`src/rtl/vga_text_if.sv`:
```
// Signal bundle for the 80x25 text renderer: timing inputs, char/font memory ports, DAC outputs.
// The cursor position inputs exist only when CURSOR_EN is defined.
interface vga_text_if #(
  parameter int ADDR_W = 11
);
  logic [9:0]        iX;
  logic [9:0]        iY;
  logic              iVGA_BLANK_N;
  logic              iVGA_HS;
  logic              iVGA_VS;
  logic [ADDR_W-1:0] oCHAR_ADDR;
  logic [15:0]       iCHAR_DATA;
  logic [11:0]       oFONT_ADDR;
  logic [7:0]        iFONT_DATA;
  logic [9:0]        oVGA_R;
  logic [9:0]        oVGA_G;
  logic [9:0]        oVGA_B;
  logic              oVGA_HS;
  logic              oVGA_VS;
  logic              oVGA_BLANK_N;
`ifdef CURSOR_EN
  logic [6:0]        iCURSOR_COL;
  logic [4:0]        iCURSOR_ROW;
`endif

  // Renderer side.
  modport master (
    input  iX, iY, iVGA_BLANK_N, iVGA_HS, iVGA_VS, iCHAR_DATA, iFONT_DATA,
`ifdef CURSOR_EN
    input  iCURSOR_COL, iCURSOR_ROW,
`endif
    output oCHAR_ADDR, oFONT_ADDR, oVGA_R, oVGA_G, oVGA_B,
    output oVGA_HS, oVGA_VS, oVGA_BLANK_N
  );

  // Timing generator, memories and DAC side.
  modport slave (
    output iX, iY, iVGA_BLANK_N, iVGA_HS, iVGA_VS, iCHAR_DATA, iFONT_DATA,
`ifdef CURSOR_EN
    output iCURSOR_COL, iCURSOR_ROW,
`endif
    input  oCHAR_ADDR, oFONT_ADDR, oVGA_R, oVGA_G, oVGA_B,
    input  oVGA_HS, oVGA_VS, oVGA_BLANK_N
  );
endinterface

```
`src/rtl/vga_text_renderer.sv`:
```
// 80x25 text-mode pixel stage: char RAM -> font ROM -> 16-colour palette, 4-edge latency.
// Define CURSOR_EN to add a blinking underline cursor driven by a VS-based frame counter.
module vga_text_renderer #(
  parameter int ADDR_W = 11,
  parameter int COLS   = 80,
  parameter int ROWS   = 25,
  parameter int CELL_H = 14,
  parameter bit HS_ACT = 1'b0,
  parameter bit VS_ACT = 1'b1
) (
  input logic        iVGA_CLK,
  input logic        iRST_N,
  vga_text_if.master vga
);
  localparam logic [6:0] LAST_COL  = 7'(COLS - 1);
  localparam logic [3:0] LAST_LINE = 4'(CELL_H - 1);
  localparam logic [5:0] ROW_LIM   = 6'(ROWS);

  function automatic logic [9:0] chanLevel(input logic c, input logic i);
    if (c) return i ? 10'h3FF : 10'h2AA;
    else   return i ? 10'h155 : 10'h000;
  endfunction

  // Index bits are {I,R,G,B}; result is {R,G,B} at 10 bits per channel.
  function automatic logic [29:0] paletteRgb(input logic [3:0] idx);
    return {chanLevel(idx[2], idx[3]), chanLevel(idx[1], idx[3]), chanLevel(idx[0], idx[3])};
  endfunction

  logic [9:0]        prevY;
  logic [3:0]        lineQ;
  logic [3:0]        lineCur;
  logic [5:0]        rowQ;
  logic [5:0]        rowCur;
  logic [6:0]        colCur;
  logic              synced;
  logic              syncedCur;
  logic              rowVldCur;
  logic [ADDR_W-1:0] addrCur;

  logic       vld_p0, vld_p1, vld_p2, vld_p3;
  logic       blankN_p0, blankN_p1, blankN_p2, blankN_p3;
  logic       hs_p0, hs_p1, hs_p2, hs_p3;
  logic       vs_p0, vs_p1, vs_p2, vs_p3;
  logic [2:0] xLo_p0, xLo_p1, xLo_p2, xLo_p3;
  logic [3:0] line_p0, line_p1;
  logic [3:0] fg_p2, fg_p3;
  logic [3:0] bg_p2, bg_p3;
  logic       pixOn;

  // Line/row of the pixel currently presented; follows iY changes so the
  // address issued at the sample edge already reflects a new scanline.
  always_comb begin
    lineCur = lineQ;
    rowCur  = rowQ;
    if (vga.iY == 10'd0) begin
      lineCur = '0;
      rowCur  = '0;
    end else if (vga.iY != prevY) begin
      if (lineQ == LAST_LINE) begin
        lineCur = '0;
        rowCur  = (rowQ == 6'h3F) ? rowQ : rowQ + 6'd1;
      end else begin
        lineCur = lineQ + 4'd1;
      end
    end
  end

  always_comb begin
    colCur    = (vga.iX[9:3] > LAST_COL) ? LAST_COL : vga.iX[9:3];
    rowVldCur = (rowCur < ROW_LIM);
    syncedCur = synced | ((vga.iX == 10'd0) && (vga.iY == 10'd0));
    addrCur   = '0;
    if (rowVldCur)
      addrCur = ADDR_W'(rowCur) * ADDR_W'(COLS) + ADDR_W'(colCur);
  end

`ifdef CURSOR_EN
  localparam logic [3:0] CUR_LINE = 4'(CELL_H - 2);

  logic       vsPrev;
  logic [4:0] frameCnt;
  logic       curHit;
  logic       cur_p0, cur_p1, cur_p2, cur_p3;

  // Frame counter advances on each entry into vertical sync; bit 4 is the blink phase.
  always_ff @(posedge iVGA_CLK or negedge iRST_N) begin
    if (!iRST_N) begin
      vsPrev   <= ~VS_ACT;
      frameCnt <= '0;
    end else begin
      vsPrev <= vga.iVGA_VS;
      if ((vga.iVGA_VS == VS_ACT) && (vsPrev != VS_ACT))
        frameCnt <= frameCnt + 5'd1;
    end
  end

  always_comb begin
    curHit = frameCnt[4] && (rowCur == {1'b0, vga.iCURSOR_ROW}) &&
             (colCur == vga.iCURSOR_COL) && (lineCur >= CUR_LINE);
  end

  always_ff @(posedge iVGA_CLK) begin
    cur_p0 <= curHit;
    cur_p1 <= cur_p0;
    cur_p2 <= cur_p1;
    cur_p3 <= cur_p2;
  end
`endif

  always_comb begin
    pixOn = vga.iFONT_DATA[~xLo_p3];
`ifdef CURSOR_EN
    if (cur_p3) pixOn = 1'b1;
`endif
  end

  always_ff @(posedge iVGA_CLK or negedge iRST_N) begin
    if (!iRST_N) begin
      prevY          <= '0;
      lineQ          <= '0;
      rowQ           <= '0;
      synced         <= 1'b0;
      vga.oCHAR_ADDR <= '0;
      vga.oFONT_ADDR <= '0;
      vld_p0 <= 1'b0; vld_p1 <= 1'b0; vld_p2 <= 1'b0; vld_p3 <= 1'b0;
      blankN_p0 <= 1'b0; blankN_p1 <= 1'b0; blankN_p2 <= 1'b0; blankN_p3 <= 1'b0;
      hs_p0 <= ~HS_ACT; hs_p1 <= ~HS_ACT; hs_p2 <= ~HS_ACT; hs_p3 <= ~HS_ACT;
      vs_p0 <= ~VS_ACT; vs_p1 <= ~VS_ACT; vs_p2 <= ~VS_ACT; vs_p3 <= ~VS_ACT;
      vga.oVGA_R       <= '0;
      vga.oVGA_G       <= '0;
      vga.oVGA_B       <= '0;
      vga.oVGA_HS      <= ~HS_ACT;
      vga.oVGA_VS      <= ~VS_ACT;
      vga.oVGA_BLANK_N <= 1'b0;
    end else begin
      // E0: sample timing inputs, issue char RAM address
      prevY          <= vga.iY;
      lineQ          <= lineCur;
      rowQ           <= rowCur;
      synced         <= syncedCur;
      vga.oCHAR_ADDR <= addrCur;
      vld_p0         <= syncedCur & rowVldCur;
      blankN_p0      <= vga.iVGA_BLANK_N;
      hs_p0          <= vga.iVGA_HS;
      vs_p0          <= vga.iVGA_VS;
      // E1: char RAM read in flight
      vld_p1    <= vld_p0;
      blankN_p1 <= blankN_p0;
      hs_p1     <= hs_p0;
      vs_p1     <= vs_p0;
      // E2: char word arrives, issue font ROM address
      vga.oFONT_ADDR <= {vga.iCHAR_DATA[7:0], line_p1};
      vld_p2    <= vld_p1;
      blankN_p2 <= blankN_p1;
      hs_p2     <= hs_p1;
      vs_p2     <= vs_p1;
      // E3: font ROM read in flight
      vld_p3    <= vld_p2;
      blankN_p3 <= blankN_p2;
      hs_p3     <= hs_p2;
      vs_p3     <= vs_p2;
      // E4: font row arrives, drive DAC
      if (vld_p3 && blankN_p3)
        {vga.oVGA_R, vga.oVGA_G, vga.oVGA_B} <= pixOn ? paletteRgb(fg_p3) : paletteRgb(bg_p3);
      else
        {vga.oVGA_R, vga.oVGA_G, vga.oVGA_B} <= '0;
      vga.oVGA_HS      <= hs_p3;
      vga.oVGA_VS      <= vs_p3;
      vga.oVGA_BLANK_N <= blankN_p3;
    end
  end

  always_ff @(posedge iVGA_CLK) begin
    xLo_p0  <= vga.iX[2:0];
    line_p0 <= lineCur;
    xLo_p1  <= xLo_p0;
    line_p1 <= line_p0;
    xLo_p2  <= xLo_p1;
    fg_p2   <= vga.iCHAR_DATA[11:8];
    bg_p2   <= vga.iCHAR_DATA[15:12];
    xLo_p3  <= xLo_p2;
    fg_p3   <= fg_p2;
    bg_p3   <= bg_p2;
  end
endmodule
```
`src/flat_wrapper.sv`:
```
// flat-port wrapper written by rule: the top's interface ports become plain ports
module vga_text_renderer_flat 
#(
  parameter int ADDR_W = 11,
  parameter int COLS   = 80,
  parameter int ROWS   = 25,
  parameter int CELL_H = 14,
  parameter bit HS_ACT = 1'b0,
  parameter bit VS_ACT = 1'b1
)
  (iVGA_CLK, iRST_N, vga_iX, vga_iY, vga_iVGA_BLANK_N, vga_iVGA_HS, vga_iVGA_VS, vga_iCHAR_DATA, vga_iFONT_DATA, vga_oCHAR_ADDR, vga_oFONT_ADDR, vga_oVGA_R, vga_oVGA_G, vga_oVGA_B, vga_oVGA_HS, vga_oVGA_VS, vga_oVGA_BLANK_N);
  vga_text_if #(.ADDR_W(ADDR_W)) vga_i ();
  input logic iVGA_CLK;
  input logic iRST_N;
  input wire logic [$bits(vga_i.iX)-1:0] vga_iX;
  input wire logic [$bits(vga_i.iY)-1:0] vga_iY;
  input wire logic [$bits(vga_i.iVGA_BLANK_N)-1:0] vga_iVGA_BLANK_N;
  input wire logic [$bits(vga_i.iVGA_HS)-1:0] vga_iVGA_HS;
  input wire logic [$bits(vga_i.iVGA_VS)-1:0] vga_iVGA_VS;
  input wire logic [$bits(vga_i.iCHAR_DATA)-1:0] vga_iCHAR_DATA;
  input wire logic [$bits(vga_i.iFONT_DATA)-1:0] vga_iFONT_DATA;
  output wire logic [$bits(vga_i.oCHAR_ADDR)-1:0] vga_oCHAR_ADDR;
  output wire logic [$bits(vga_i.oFONT_ADDR)-1:0] vga_oFONT_ADDR;
  output wire logic [$bits(vga_i.oVGA_R)-1:0] vga_oVGA_R;
  output wire logic [$bits(vga_i.oVGA_G)-1:0] vga_oVGA_G;
  output wire logic [$bits(vga_i.oVGA_B)-1:0] vga_oVGA_B;
  output wire logic [$bits(vga_i.oVGA_HS)-1:0] vga_oVGA_HS;
  output wire logic [$bits(vga_i.oVGA_VS)-1:0] vga_oVGA_VS;
  output wire logic [$bits(vga_i.oVGA_BLANK_N)-1:0] vga_oVGA_BLANK_N;
  assign vga_i.iX = vga_iX;
  assign vga_i.iY = vga_iY;
  assign vga_i.iVGA_BLANK_N = vga_iVGA_BLANK_N;
  assign vga_i.iVGA_HS = vga_iVGA_HS;
  assign vga_i.iVGA_VS = vga_iVGA_VS;
  assign vga_i.iCHAR_DATA = vga_iCHAR_DATA;
  assign vga_i.iFONT_DATA = vga_iFONT_DATA;
  assign vga_oCHAR_ADDR = vga_i.oCHAR_ADDR;
  assign vga_oFONT_ADDR = vga_i.oFONT_ADDR;
  assign vga_oVGA_R = vga_i.oVGA_R;
  assign vga_oVGA_G = vga_i.oVGA_G;
  assign vga_oVGA_B = vga_i.oVGA_B;
  assign vga_oVGA_HS = vga_i.oVGA_HS;
  assign vga_oVGA_VS = vga_i.oVGA_VS;
  assign vga_oVGA_BLANK_N = vga_i.oVGA_BLANK_N;
  vga_text_renderer #(.ADDR_W(ADDR_W), .COLS(COLS), .ROWS(ROWS), .CELL_H(CELL_H), .HS_ACT(HS_ACT), .VS_ACT(VS_ACT)) u_core (.iVGA_CLK(iVGA_CLK), .iRST_N(iRST_N), .vga(vga_i));
endmodule
```
`config.mk`:
```
export PLATFORM = sky130hd
export DESIGN_NAME = vga_text_renderer_flat
export DESIGN_NICKNAME = d
export VERILOG_FILES = /design/src/rtl/vga_text_if.sv /design/src/rtl/vga_text_renderer.sv /design/src/flat_wrapper.sv
export SDC_FILE = /design/constraint.sdc
export NUM_CORES = 1
export LEC_CHECK = 0
export ABC_AREA = 1
export BUFFER_PORTS_ARGS = -buffer_cell sky130_fd_sc_hd__buf_2
export CORE_MARGIN = 1.5
export CORE_UTILIZATION = 40
export DETAILED_ROUTE_END_ITERATION = 12
export PLACE_DENSITY = 0.63
export SLEW_MARGIN = 20
export SYNTH_ARGS = -nofsm -noshare
export SYNTH_HDL_FRONTEND = slang
export SYNTH_SLANG_ARGS = --single-unit
```
`constraint.sdc`:
```
create_clock -name iVGA_CLK -period 2.8 [get_ports iVGA_CLK]
set_input_delay 0.14 -clock iVGA_CLK [delete_from_list [all_inputs] [get_ports iVGA_CLK]]
set_output_delay 0.14 -clock iVGA_CLK [all_outputs]
set_load 0.005 [all_outputs]
```
# Word-level counts from Yosys, hierarchy flattened
# Cells that the tools add are included.
# Widths: inputs -> output; s select.
[classes]
n_eq_ne = 3
n_bitwise = 3
n_mux = 25
n_reduce_logical = 4
mul = 1
div_mod_pow = 0
addsub = 3
shift = 0
magnitude_cmp = 3
[op_table]
columns = ["operator", "n"]
rows = [
  ["$mux 10", 9],
  ["$mux 9", 4],
  ["$mux 30", 1],
  ["$mux 6", 4],
  ["$logic_not 10->1", 2],
  ["$mux 4", 3],
  ["$add 11x7->11", 1],
  ["$mux 11", 1],
  ["$ne 10x10->1", 1],
  ["$gt 7x7->1 const B", 1],
  ["$mul 6x3->7 const B", 1],
  ["$mux 7", 1],
  ["$add 6x1->6 const B", 1],
  ["$eq 6x6->1 const B", 1],
  ["$lt 6x5->1 const B", 1],
  ["$add 4x1->4 const B", 1],
  ["$eq 4x4->1 const B", 1],
  ["$lt 3x4->1 const B", 1],
  ["$bmux 1 s3", 1],
  ["$not 3->3", 1],
  ["$logic_and 1x1->1", 2],
  ["$and 1x1->1", 1],
  ["$mux 1", 1],
  ["$or 1x1->1", 1],
]
[word_totals]
latchBits = 0
mem_bits_rw = 0
wordCells = 80
mem_count = 0
rom_bits = 0
regBits = 129

# Logic depth before layout (Yosys ltp)
# Gate-level depths: netlist of run 1.
[logic_depth]
ltp_word = 8
depth_mapped = 23

# Worst setup path after synthesis of run 1
# OpenSTA, ideal clock, no wires.
[synth_timing]
path_type = "register to register"
start = "reg u_core.rowQ[0]"
end = "reg u_core.vga.oCHAR_ADDR[10]"
n_path_buf = 0
path_stages_with_launch = 22
arrival_ps = 2890
setup_ps = 71
path_slack_ps = -162
cell_sequence = "dfrtp_1 -> ha_1 -> nand2_2 -> nor2_4 -> nand3_1 -> nand2_1 -> nand2_1 -> nand2_1 -> nand2_1 -> nand3_2 -> inv_1 -> ha_1 -> ha_1 -> inv_1 -> fa_1 -> xnor2_1 -> nand3_1 -> nand2b_1 -> nand2_1 -> xor2_1 -> inv_1 -> nor2_1"
[synth_between]
elab_chain_len = 8
elab_cells_between_ends = 10
[synth_lines]
columns = ["item", "line_no", "rtl"]
rows = [
  ["from (decl)", "vga_text_renderer.sv:32", "logic [5:0] rowQ;"],
  ["from (signal assigned)", "vga_text_renderer.sv:139", "rowQ <= rowCur;"],
  ["$add 6x1->6 or $eq 6x6->1 (tied branches)", "vga_text_renderer.sv:61", "rowCur = (rowQ == 6'h3F) ? rowQ : rowQ + 6'd1;"],
  ["$mux 6 (*)", "vga_text_renderer.sv:61", ""],
  ["$mux 6 (*)", "vga_text_renderer.sv:59", "if (lineQ == LAST_LINE) begin"],
  ["$mux 6 (*)", "vga_text_renderer.sv:58", "end else if (vga.iY != prevY) begin"],
  ["$mux 6 (*)", "vga_text_renderer.sv:55", "if (vga.iY == 10'd0) begin"],
  ["via u_core.rowCur[1]", "vga_text_renderer.sv:33", "logic [5:0] rowCur;"],
  ["$mul 6x3->7", "vga_text_renderer.sv:74", "addrCur = ADDR_W'(rowCur) * ADDR_W'(COLS) + ADDR_W'(colCur);"],
  ["$add 11x7->11", "vga_text_renderer.sv:74", ""],
  ["$mux 11 (*)", "vga_text_renderer.sv:73", "if (rowVldCur)"],
  ["via u_core.addrCur[10]", "vga_text_renderer.sv:38", "logic [ADDR_W-1:0] addrCur;"],
  ["to (signal assigned)", "vga_text_renderer.sv:141", "vga.oCHAR_ADDR <= addrCur;"],
  ["to (decl)", "vga_text_if.sv:32", "output oCHAR_ADDR, oFONT_ADDR, oVGA_R, oVGA_G, oVGA_B,"],
]
# Mark *: on every way through the listed nets, which the timed path passes. The rest lies on a longest branch.

# Worst setup path in the final report of run 1
[layout_timing]
start = "reg u_core.rowQ[1]"
end = "reg u_core.vga.oCHAR_ADDR[10]"
[layout_between]
elab_chain_len = 8
elab_cells_between_ends = 10
[layout_lines]
columns = ["item", "line_no"]
rows = [
  ["$eq 6x6->1 (*)", "vga_text_renderer.sv:61"],
  ["$mux 6 (*)", "vga_text_renderer.sv:61"],
  ["$mux 6 (*)", "vga_text_renderer.sv:59"],
  ["$mux 6 (*)", "vga_text_renderer.sv:58"],
  ["$mux 6 (*)", "vga_text_renderer.sv:55"],
  ["via u_core.rowCur[0]", "vga_text_renderer.sv:33"],
  ["$mul 6x3->7", "vga_text_renderer.sv:74"],
  ["$add 11x7->11", "vga_text_renderer.sv:74"],
  ["$mux 11 (*)", "vga_text_renderer.sv:73"],
  ["via u_core.addrCur[10]", "vga_text_renderer.sv:38"],
]
# Marks and branches as above.

==> results.json, run 1 <==
{
  "path_clk_slew_ns": 0.11,
  "irDropWorstVdd_v": 0.000783,
  "final-hold-violation-count": 0,
  "yosysTopAreaCell": "dfrtp_1",
  "routedWlPerCell_um": 11.2,
  "vias": 2843,
  "die_h_um": 102,
  "grt_usage": 0.148,
  "diodes": 0,
  "die_area_um2": 10300,
  "worstMarginPinSlew_ns": 0.512,
  "syn_area_um2": 3890,
  "yosysUniqueCellTypes": 34,
  "worstSetupStartpointType": "register",
  "portBuffers": 104,
  "synth_edf_count": 0,
  "relSlewSlack": 0.658,
  "p_per_area_nw_per_um2": 917,
  "synth_commonest_cells": "dfrtp_1, nand2_1, inv_1, dfxtp_1, nor2_1",
  "routabilityCongestion": 0.898,
  "syn_avg_cell_area_um2": 10.5,
  "final_util": 0.567,
  "drt_iter0_drc": 92,
  "numClockSinks": 103,
  "crit_type": "register to register",
  "cts_htree_levels": 3,
  "cts_root_buf": "clkbuf_8",
  "antenna_found_initial": 0,
  "status": "complete, but fails checks",
  "drive_gt1_frac": 0.401,
  "overflow": 0,
  "rsz0062_at_grt": "true",
  "path_max_fanout": 5,
  "yosysSeqAreaShare": 0.618,
  "initial_core_util": 0.417,
  "leakage_nw": 2.79,
  "grt_pass1_vias": 2692,
  "netlist_instances": 370,
  "hold_path.class": "input pin to register",
  "min_path_cells": 3,
  "fin_nets": 583,
  "ant_nets": 0,
  "die-width_um": 102,
  "drc": 0,
  "ioPinCount": 105,
  "r2r_cells": 23,
  "synth_top_area_share": 0.399,
  "drv_cap": 0,
  "core-area_um2": 9330,
  "firstDrtPassIters": 4,
  "vias_per_cell": 4.34,
  "synthesis.nets": 432,
  "setup_violations": 1,
  "cts_buffers": 9,
  "synth_seq_cells": 103,
  "hold_ws_ns": 0.0403,
  "finClkSkew_ns": 0.00774,
  "clkLatencyLatePin_ns": 0.36,
  "syn_to_final_growth_pct": 36.1,
  "slew_violations": 0,
  "worst_slack_ns": -0.196,
  "dp_hpwl_um": 5090,
  "violations": "negative setup slack",
  "num_rows": 35,
  "cts_tree": "built",
  "clockBufferDepth": 2,
  "fin_area_um2": 5290,
  "dpl_cell_area_um2": 4590,
  "fmax_mhz": 334,
  "grt_max_degree": 42,
  "wl_um": 7310,
  "synth.top_cells.by_area": "dfrtp_1, dfxtp_1, nand2_1, buf_4, inv_1",
  "timing.final.crit_share": 1.07,
  "yosys_most_used_dff": "dfrtp_1",
  "fin_crit_ns": 3.00,
  "grt_pass1_wl_um": 11700,
  "endpoint_kind": "register",
  "async_flop_share": 0.650,
  "cp.arrival_ns": 3.28,
  "required_ns": 3.09,
  "yosys_warnings": 0
}
[stage by stage]
stage,instances,power [mW],TNS [ns],worst slack [ns]
floorplan,370,2.97,-0.0730,-0.0730
global placement,597,3.54,-0.0882,-0.0831
detailed placement,597,3.59,-0.212,-0.168
CTS,650,4.73,-0.112,-0.112
global route,655,5.25,-0.698,-0.383
finish,655,4.85,-0.196,-0.196
[cell type report]
type	instances	area [um2]
flip-flops and latches	103	2400
multi-input cells	192	1240
inverters	47	181
fillers	783	4040
well taps	129	161
repair buffers	168	1090
clock inverters	6	70.1
clock buffers	10	149
[layer usage]
| metal | track usage | share of wire | vias up | wire length (um) |
|---|---|---|---|---|
| li1 | - | - | 1424 | - |
| met1 | 0.168 | 0.41 | 1320 | 2980 |
| met2 | 0.262 | 0.53 | 82 | 3850 |
| met3 | 0.0393 | 0.042 | 17 | 304 |
| met4 | 0.0641 | 0.024 | 0 | 178 |
| met5 | 0 | 0 | - | 0 |
[worst max-delay path, cell delays in order (launching register included)]
cell and delay [ns]:
dfrtp_1 0.37, ha_2 0.20, nand2_2 0.08, nor2_4 0.18, nand2_4 0.09, nand2_2 0.07, nand2_1 0.04, nand2_1 0.05
nand2_1 0.05, nand2_1 0.06, nand2_1 0.06, nand2_2 0.09, inv_4 0.06, ha_4 0.22, ha_4 0.25, inv_2 0.03
or2_1 0.25, a21oi_2 0.17, nand3_1 0.11, nand2b_4 0.15, nand2_2 0.06, xor2_1 0.16, inv_1 0.06, nor2_1 0.08
[state kept, by name, summed over array words and instances (netlist names), 2 cells and up]
register / count
u_core.line_p1: 4
u_core.xLo_p0: 3
u_core.xLo_p3: 3
u_core.fg_p2: 4
u_core.prevY: 10
u_core.vga.oCHAR_ADDR: 11
u_core.line_p0: 4
u_core.xLo_p2: 3
u_core.bg_p2: 4
u_core.xLo_p1: 3
u_core.rowQ: 6
u_core.vga.oFONT_ADDR: 12
u_core.vga.oVGA_R: 2
u_core.bg_p3: 4
u_core.lineQ: 4
u_core.fg_p3: 4
[cells in the final DEF, fill, tap and decap left out, drive strengths merged, types with 2 or more instances in the layout]
cell / n
mux2i: 2
or2: 2
nor3: 3
o21ai: 11
a21oi: 9
nand4: 2
nor2: 41
nand2: 68
nor4: 2
inv: 50
xor2: 4
dfrtp: 62
clkinv: 3
nand3: 24
dfxtp: 36
xnor2: 6
clkbuf: 10
buf: 135
dfstp: 5
ha: 11
fa: 2
dlygate4sd3: 33
[worst paths after layout]
check | start | to | slack [ns]
setup / recovery | u_core.rowQ[1] | u_core.vga.oCHAR_ADDR[10] | -0.20
hold / removal | vga_iX[6] | u_core.vga.oCHAR_ADDR[3] | 0.04
setup reg to reg | u_core.rowQ[1] | u_core.vga.oCHAR_ADDR[10] | -0.20
hold reg to reg | u_core.line_p1[0] | u_core.vga.oFONT_ADDR[0] | 0.33
max in group asynchronous | iRST_N | u_core.hs_p0 | 2.02
min in group asynchronous | iRST_N | u_core.prevY[7] | 0.34
[power breakdown]
group	switching (mW)	internal, mW
sequential	0.0857	1.71
clock	0.543	0.407
combinational	1.07	1.04
[kinds of logic (layout without fill, tap and decap cells)]
| family | Yosys count | in the layout | synth area share |
|---|---|---|---|
| compound gates | 23 | 23 | 0.0322 |
| xor+xnor | 10 | 10 | 0.0225 |
| fa+ha+maj | 13 | 13 | 0.0457 |
| buf+inv | 75 | 231 | 0.0994 |
| flops | 103 | 103 | 0.618 |
| mux | 2 | 2 | 0.00515 |
| simple gates | 144 | 144 | 0.177 |
[what timing repair did]
item	4_1_cts	5_1_grt
pin swaps	10	14
endpoints found under the setup margin	2	4
buffers inserted	4	5
hold buffers	33	0
gates resized for setup	10	13
endpoints found under the hold margin	94	0
Note: power is estimated with default switching activity, not from simulation.
==> run 2: changes to the inputs <==
--- a/config.mk
+++ b/config.mk
@@ -5,7 +5,6 @@
 export SDC_FILE = /design/constraint.sdc
 export NUM_CORES = 1
 export LEC_CHECK = 0
-export ABC_AREA = 1
 export BUFFER_PORTS_ARGS = -buffer_cell sky130_fd_sc_hd__buf_2
 export CORE_MARGIN = 1.5
 export CORE_UTILIZATION = 40
==> run 2 against run 1 <==
Net effect:
- the flow still finishes with violations (negative setup slack)
- count of clock-buffer cells in the layout shrank 1
- global-route usage up 0.56 points
- flip-flop and latch count is the same
- final area is 1.7% lower
- clock skew up 0.0039 ns
- final cell count down 13%
- largest cell class unchanged
- highest routed layer unchanged
==> results.json, run 2 <==
{
  "status": "complete, but fails checks",
  "violations": "negative setup slack",
  "yosysTopAreaCell": "dfrtp_1",
  "rsz0062_at_grt": "true",
  "p_per_area_nw_per_um2": 703,
  "synth_seq_cells": 103,
  "finClkSkew_ns": 0.0116,
  "synth_edf_count": 0,
  "largest_reg_flops": 12,
  "hold_path.class": "input pin to register",
  "worstMarginPinSlew_ns": 0.771,
  "layout_common_cells": "buf_2, dfrtp_1, buf_4",
  "synthesis.nets": 348,
  "drive_gt1_frac": 0.458,
  "num_rows": 34,
  "timing.final.crit_share": 1.26,
  "core-area_um2": 8850,
  "routabilityCongestion": 0.763,
  "slowest_stage": "or3b_4",
  "numClockSinks": 103,
  "endpoint_kind": "register",
  "relSlewSlack": 0.486,
  "netlist_instances": 286,
  "fmax_mhz": 283,
  "diodes": 0,
  "setup_violations": 3,
  "drv_cap": 0,
  "die_h_um": 99.0,
  "routedWlPerCell_um": 12.2,
  "yosysUniqueCellTypes": 48,
  "cpMostUsedCell": "xnor2_2",
  "initial_core_util": 0.417,
  "largestRegisters": "u_core.vga.oFONT_ADDR (12), u_core.vga.oCHAR_ADDR (11), u_core.prevY (10)",
  "drc": 0,
  "portBuffers": 104,
  "synth.top_cells.by_area": "dfrtp_1, dfxtp_1, buf_4, xnor2_1, ha_1",
  "firstDrtPassIters": 4,
  "syn_area_um2": 3690,
  "hold_ws_ns": 0.0194,
  "leakage_nw": 2.60,
  "fillers": 755,
  "wl_um": 6920,
  "crit_type": "register to register",
  "synth_commonest_cells": "dfrtp_1, dfxtp_1, nor2_1, buf_4, xnor2_1",
  "antenna_found_initial": 0,
  "die_area_um2": 9810,
  "cts_root_buf": "clkbuf_8",
  "final-hold-violation-count": 0,
  "cts_tree": "built",
  "grt_max_degree": 36,
  "final_common_cell": "buf_2",
  "crit_path_cell_trace": "xnor2_1, nand4_1, or3_4, nand3_4, mux2i_2, or2_4, inv_4, ha_4, ha_4, inv_2, fa_2, xnor2_2, or3b_4, xnor2_2, xnor2_2, o31ai_1",
  "overflow": 0,
  "vias": 2562,
  "async_flop_share": 0.650,
  "grt_pass1_wl_um": 11900,
  "synth_top_area_share": 0.420,
  "path_max_fanout": 5,
  "ant_nets": 0,
  "cp_num_buf_inv": 2,
  "required_ns": 3.07,
  "drt_iter0_drc": 79,
  "path_clk_slew_ns": 0.10,
  "cts_buffers": 9,
  "slew_violations": 0,
  "yosys_most_used_dff": "dfrtp_1",
  "grt_pass1_vias": 2634,
  "grt_usage": 0.154,
  "final_util": 0.588,
  "yosysSeqAreaShare": 0.651,
  "ioPinCount": 105,
  "cp.arrival_ns": 3.81,
  "cp_top_family": "simple AND/OR/NAND/NOR gates",
  "vias_per_cell": 4.52,
  "worst_slack_ns": -0.737,
  "dp_hpwl_um": 4900,
  "clkLatencyLatePin_ns": 0.36,
  "cts_htree_levels": 3,
  "fin_nets": 516,
  "clockBufferDepth": 2,
  "power_mw": 3.66,
  "fin_crit_ns": 3.54,
  "cpPeakStageDelay_ns": 0.41,
  "die-width_um": 99.0,
  "syn_avg_cell_area_um2": 12.9,
  "irDropWorstVdd_v": 0.000423,
  "worstSetupStartpointType": "register",
  "synth_most_common_cell": "dfrtp_1",
  "syn_to_final_growth_pct": 40.9,
  "yosys_warnings": 0,
  "regMostFlops": "u_core.vga.oFONT_ADDR"
}
## run 2: cell families after synthesis
group,Yosys count,synth area share
flops,103,0.651
simple gates,75,0.102
buf+inv,43,0.0726
compound gates,23,0.0465
xor+xnor,18,0.0427
fa+ha+maj,13,0.0482
mux,11,0.0370
## run 2: power by group
group | internal, mW | total, mW | switching [mW]
combinational | 0.583 | 1.04 | 0.457
sequential | 1.68 | 1.75 | 0.0657
clock | 0.343 | 0.868 | 0.525
## run 2: repair_timing
action	4_1_cts	5_1_grt
pin swaps	5	10
setup endpoints to repair	4	5
resized for setup	7	10
hold buffers	31	0
buffers inserted	3	3
hold endpoints to repair	62	0
## run 2: worst register-to-register path: cells and delay by family (launching register included)
family	cells	cell delay, ns
and+or+nand+nor	5	1.22
adders and majority gates	3	0.74
xor gates and xnor gates	4	0.61
DFF	1	0.39
muxes	1	0.23
AOI/OAI and AO/OA	1	0.19
buffers and inverters	2	0.08
## run 2: through the flow
| step | cells | TNS (ns) | instance area, um2 | setup slack [ns] |
|---|---|---|---|---|
| floorplan | 286 | -0.857 | 3770 | -0.664 |
| global placement | 515 | -1.29 | 4570 | -0.694 |
| detailed placement | 515 | -1.71 | 4570 | -0.855 |
| CTS | 565 | -1.62 | 5120 | -0.784 |
| global route | 567 | -2.34 | 5200 | -0.932 |
| finish | 567 | -1.70 | 5200 | -0.737 |
## run 2: routing by layer
layer / GRT usage / vias to the layer above / share of wire
li1: - / 1263 / -
met2: 0.267 / 83 / 0.51
met4: 0.0527 / 0 / 0.0090
met5: 0 / - / 0
met1: 0.185 / 1211 / 0.43
met3: 0.0418 / 5 / 0.046
## run 2: worst paths after layout
| kind | startpoint | slack (ns) | end | depth (start not counted) |
|---|---|---|---|---|
| max reg2reg | u_core.prevY[0] | -0.74 | u_core.vga.oCHAR_ADDR[10] | 16 |
| min in group asynchronous | iRST_N | 0.39 | u_core.prevY[0] | 2 |
| min | vga_iY[9] | 0.02 | u_core.prevY[9] | 2 |
| min reg2reg | u_core.xLo_p0[0] | 0.33 | u_core.xLo_p1[0] | 0 |
| max in group asynchronous | iRST_N | 1.70 | u_core.vga.oVGA_HS | 3 |
| max | u_core.prevY[0] | -0.74 | u_core.vga.oCHAR_ADDR[10] | 16 |
## run 2: layout make-up
| type | instances | area (um2) | area share |
|---|---|---|---|
| clock buffers | 9 | 124 | 0.0238 |
| multi-input cells | 140 | 1160 | 0.224 |
| well taps | 108 | 135 | 0.0260 |
| inverters | 11 | 43.8 | 0.00842 |
| flip-flops and latches | 103 | 2400 | 0.462 |
| repair buffers | 189 | 1260 | 0.243 |
| clock inverters | 7 | 63.8 | 0.0123 |
